==> src/rtl/zip_pkg.sv <==
// Shared constants and symbol layout for the 4:1 symbol packer and unpacker.
// Symbol 0 occupies the most significant byte of a packed word.
package zip_pkg;

    localparam int unsigned SYM_W       = 8;
    localparam int unsigned NIB_W       = 4;
    localparam int unsigned N_SYM       = 4;
    localparam int unsigned SAMP_HALF_W = 16;
    localparam int unsigned WORD_W      = SYM_W * N_SYM;
    localparam int unsigned SAMP_W      = 2 * SAMP_HALF_W;
    localparam int unsigned IDX_W       = 2;

    // One packed symbol: I in the upper nibble, Q in the lower.
    typedef struct packed {
        logic [NIB_W-1:0] i;
        logic [NIB_W-1:0] q;
    } sym_t;

    function automatic logic [SYM_W-1:0] sym_sel(input logic [WORD_W-1:0] word,
                                                 input logic [IDX_W-1:0]  idx);
        return word[(N_SYM - 1 - 32'(idx)) * SYM_W +: SYM_W];
    endfunction

endpackage

==> src/rtl/zip_sym_expand.sv <==
// Expands one 8-bit I/Q symbol into a 32-bit sample, {I16, Q16}.
// ALIGN=1 MSB-justifies each nibble; ALIGN=0 sign-extends it.
module zip_sym_expand
    import zip_pkg::*;
#(
    parameter int unsigned ALIGN = 1
) (
    input  logic [SYM_W-1:0]  sym_i,
    output logic [SAMP_W-1:0] samp_o
);

    sym_t sym;

    assign sym = sym_t'(sym_i);

    function automatic logic [SAMP_HALF_W-1:0] widen(input logic [NIB_W-1:0] nib);
        if (ALIGN != 0) begin
            return {nib, {(SAMP_HALF_W - NIB_W){1'b0}}};
        end
        return {{(SAMP_HALF_W - NIB_W){nib[NIB_W-1]}}, nib};
    endfunction

    assign samp_o = {widen(sym.i), widen(sym.q)};

endmodule

==> src/rtl/keep_one_in_n_unzip.sv <==
// Unpacks one 32-bit word of four I/Q symbols into four 32-bit AXI-Stream samples.
// A word accepted on the final output beat of the previous word refills without a bubble.
module keep_one_in_n_unzip
    import zip_pkg::*;
#(
    parameter int unsigned WIDTH = 32,
    parameter int unsigned ALIGN = 1
) (
    input  logic             clk,
    input  logic             reset,
    input  logic [WIDTH-1:0] i_tdata,
    input  logic             i_tlast,
    input  logic             i_tvalid,
    output logic             i_tready,
    output logic [WIDTH-1:0] o_tdata,
    output logic             o_tlast,
    output logic             o_tvalid,
    input  logic             o_tready
);

    logic [WIDTH-1:0] hold_data_q, hold_data_d;
    logic             hold_last_q, hold_last_d;
    logic             hold_vld_q, hold_vld_d;
    logic [IDX_W-1:0] idx_q, idx_d;

    logic last_sym;
    logic in_acc;
    logic out_acc;

    assign last_sym = (idx_q == IDX_W'(N_SYM - 1));
    assign i_tready = ~reset & (~hold_vld_q | (last_sym & o_tready));
    assign in_acc   = i_tvalid & i_tready;
    assign out_acc  = hold_vld_q & o_tready;

    always_comb begin
        hold_data_d = hold_data_q;
        hold_last_d = hold_last_q;
        hold_vld_d  = hold_vld_q;
        idx_d       = idx_q;
        if (out_acc) begin
            if (last_sym) begin
                hold_vld_d = 1'b0;
                idx_d      = '0;
            end else begin
                idx_d = idx_q + 1'b1;
            end
        end
        // A new word overrides exhaustion of the old one in the same cycle.
        if (in_acc) begin
            hold_data_d = i_tdata;
            hold_last_d = i_tlast;
            hold_vld_d  = 1'b1;
            idx_d       = '0;
        end
    end

    always_ff @(posedge clk) begin
        if (reset) begin
            hold_data_q <= '0;
            hold_last_q <= 1'b0;
            hold_vld_q  <= 1'b0;
            idx_q       <= '0;
        end else begin
            hold_data_q <= hold_data_d;
            hold_last_q <= hold_last_d;
            hold_vld_q  <= hold_vld_d;
            idx_q       <= idx_d;
        end
    end

    assign o_tvalid = hold_vld_q;
    assign o_tlast  = hold_vld_q & hold_last_q & last_sym;

    zip_sym_expand #(
        .ALIGN(ALIGN)
    ) u_expand (
        .sym_i (sym_sel(hold_data_q, idx_q)),
        .samp_o(o_tdata)
    );

endmodule

==> config.mk <==
export PLATFORM = sky130hd
export DESIGN_NAME = keep_one_in_n_unzip
export DESIGN_NICKNAME = d
export VERILOG_FILES = /design/src/rtl/zip_pkg.sv /design/src/rtl/zip_sym_expand.sv /design/src/rtl/keep_one_in_n_unzip.sv
export SDC_FILE = /design/constraint.sdc
export NUM_CORES = 1
export LEC_CHECK = 0
export ABC_AREA = 0
export CAP_MARGIN = 20
export CORE_UTILIZATION = 47
export CTS_CLUSTER_SIZE = 25
export DETAILED_ROUTE_END_ITERATION = 8
export GPL_TIMING_DRIVEN = 1
export PLACE_DENSITY = 0.85
export SLEW_MARGIN = 20
export SYNTH_ARGS = -nofsm -noshare
export SYNTH_HDL_FRONTEND = slang
export SYNTH_SLANG_ARGS = --single-unit
==> constraint.sdc <==
create_clock -name clk -period 4.78 [get_ports clk]
set_clock_uncertainty 0.1 [all_clocks]
set_input_delay 1.195 -clock clk [delete_from_list [all_inputs] [get_ports clk]]
set_output_delay 1.195 -clock clk [all_outputs]
set_load 0.03 [all_outputs]
==> impl_metrics.yaml <==
run_status:
  status: "complete, no violations"
yosys:
  synth_top_area_frac: 0.390
  synth.area.mux_share: 0.304
  ys_seq_elements: 36
  synthSimpleGateAreaFrac: 0.156
  synth-compound-area-share: 0.0115
  synthAdderAreaFrac: 0.00677
  yosys.area.top_type: "dfxtp_1"
  syn_inst: 160
  yosys_warnings: 0
  ys_top_cells_by_area: "dfxtp_1 (39%), mux2_2 (20%), buf_4 (9.7%)"
  synth_area_um2: 1850
  synth_top_family_by_area: "multiplexers"
  synth_xor_area_frac: 0
  seq_area_frac_synth: 0.390
  syn_area_per_cell_um2: 11.6
  ys_types: 23
grt:
  grt-ovfl-total: 0
  first_global_vias: 1159
  grt_max_degree: 38
  antenna_found_initial: 0
  grt_util_all_layers: 0.165
  grt_pass1_wl_um: 5140
clocking:
  cts.clk_slew.worst_paths_ps: 70
  cts_tree: "done"
  cts-root-buf: "clkbuf_8"
  cts_resized: 0
  postCtsSetupBuffers: 0
  htreeDepth: 2
  cts_buffers: 5
  clk-insertion-delay-late_ps: 280
  cts-hold-fix-buffers: 0
  cts_max_path_buffers: 2
  clock-sinks: 36
route:
  via_per_inst: 4.62
  drt_iter0_markers: 31
  detail_route.wl_per_cell_um: 11.6
  postRouteAntennaNets: 0
  vias: 1177
  drt-total-wl_um: 2960
  drt_pre_antenna_iters: 3
  drc: 0
pwr:
  p_switching_w: 0.000183
  ir_worst_vdd_mv: 0.191
  pwr-share-seq: 0.479
  sw_frac_of_total: 0.264
  clock_power_share: 0.319
  p_per_area_nw_per_um2: 297
  leakage_nw: 1.00
  comb_power_share: 0.202
  p_int_w: 0.000511
floorplan:
  die_h_um: 64.7
  fp.dieW_um: 64.7
  rows: 22
  floorplan.initialDensity: 0.497
  core_um2: 3720
  dieArea_um2: 4190
  io-pin-count: 72
critical_path:
  required_ps: 3480
  cp-end-kind: "primary output"
  crit_type: "input pin to primary output"
  crit_fanout: 4
  arrival_ps: 2600
  worstSetupStartpointType: "input pin"
sta:
  fin_tns_setup_ps: 0
  slew_viol_final: 0
  setup_viol: 0
  finalCritPeriodShare: 0.816
  worst_pin_slew_ps: 691
  fmax_ghz: 0.257
  layout_setup_ws_ps: 882
  fin_crit_ps: 3900
  slew_headroom: 0.539
  rsz0062_at_grt: "false"
  finalHoldViolations: 0
worst_hold_path:
  hp-class: "flop to flop"
finish:
  stdcell_count: 255
  antennaDiodeCount: 0
  final_nets: 244
  area_growth_pct: 26.3
  drive_gt1_frac: 0.256
place:
  pre_cts_ws_ps: 881
  place.gp.congestion: 0.679
  post-dp-hpwl_um: 2100
  numPortBuffers: 47
  dp.cells: 247
flow_run:
  maxCapViolCount: 0
-- through the flow --
step	hold slack (ps)	total power (W)	area (um2)	utilization
2_1_floorplan	450	0.000445	1930	-
3_3_place_gp	434	0.000478	2240	0.603
3_5_place_dp	438	0.000480	2240	0.603
4_1_cts	455	0.000700	2330	0.628
5_1_grt	494	0.000728	2330	0.628
6_report	461	0.000693	2330	0.628
-- kinds of logic after synthesis --
logic type / count (synthesis)
compound gates: 3
fa+ha+maj: 1
buf+inv: 33
flops: 36
mux: 42
other cells: 1
simple gates: 44
-- cell usage in the layout (no fill, tap or decap), drive strengths merged, types with 2 or more instances in the layout --
cell	n
clkdlybuf4s50	47
mux4	8
clkinv	2
nand2	2
nor2	4
nor3b	2
mux2	33
and2b	13
dfxtp	36
conb	24
nor2b	21
clkbuf	6
buf	2
-- state kept, by name, summed over array words and instances, names as in the netlist --
| name | flops |
|---|---|
| hold_data_q | 32 |
| idx_q | 2 |
| hold_last_q | 1 |
| o_tvalid | 1 |
-- final timing paths --
path,start,endpoint,slack [ps],cells past startpoint
worst max-delay path,o_tready,i_tready,880,4
worst min-delay path,o_tvalid,idx_q[0],460,2
worst max register to register,idx_q[0],hold_data_q[31],2170,5
worst min register to register,o_tvalid,idx_q[0],460,2
-- per-layer routing --
layer	share of wire	routed length, um	up-vias	GRT usage
met5	0	0	-	0
met1	0.44	1300	533	0.191
met2	0.46	1370	53	0.266
met4	0.021	62	0	0.0917
met3	0.079	233	7	0.0546
li1	-	-	584	-
-- worst max-delay path: stages --
cell             delay (ps)
clkdlybuf4s50_1         530
a21boi_2                100
nor2_1                  100
clkdlybuf4s50_1         670
-- cells in the mapped netlist --
library cell,count
dfxtp_1,36
nor3b_4,1
and3_1,1
nor3b_1,1
a21oi_1,1
ha_1,1
mux4_2,8
nor2_1,4
nor3_1,1
clkbuf_2,1
clkbuf_1,3
buf_1,1
o21ai_0,1
nor2b_1,21
mux2_2,33
buf_6,3
mux2i_1,1
buf_2,1
conb_1,1
and2b_1,13
buf_4,24
nand2_1,2
a21boi_2,1
-- power groups by stage --
| stage | Sequential [W] | Clock (W) | Combinational, W |
|---|---|---|---|
| 2_1_floorplan | 0.000335 | 0 | 0.000110 |
| 4_1_cts | 0.000333 | 0.000226 | 0.000141 |
| 3_3_place_gp | 0.000339 | 0 | 0.000139 |
| 5_1_grt | 0.000336 | 0.000242 | 0.000150 |
| 6_report | 0.000332 | 0.000221 | 0.000140 |
| 3_5_place_dp | 0.000339 | 0 | 0.000141 |
-- final cells by class --
class / instances / area [um2]
Timing Repair Buffer: 49 / 485
Multi-Input combinational cell: 114 / 975
Fill cell: 317 / 1380
Sequential cell: 36 / 721
Clock buffer: 6 / 82.6
Tap cell: 48 / 60.1
Clock inverter: 2 / 10.0
No activity file was read; power rests on OpenSTA's default activity.
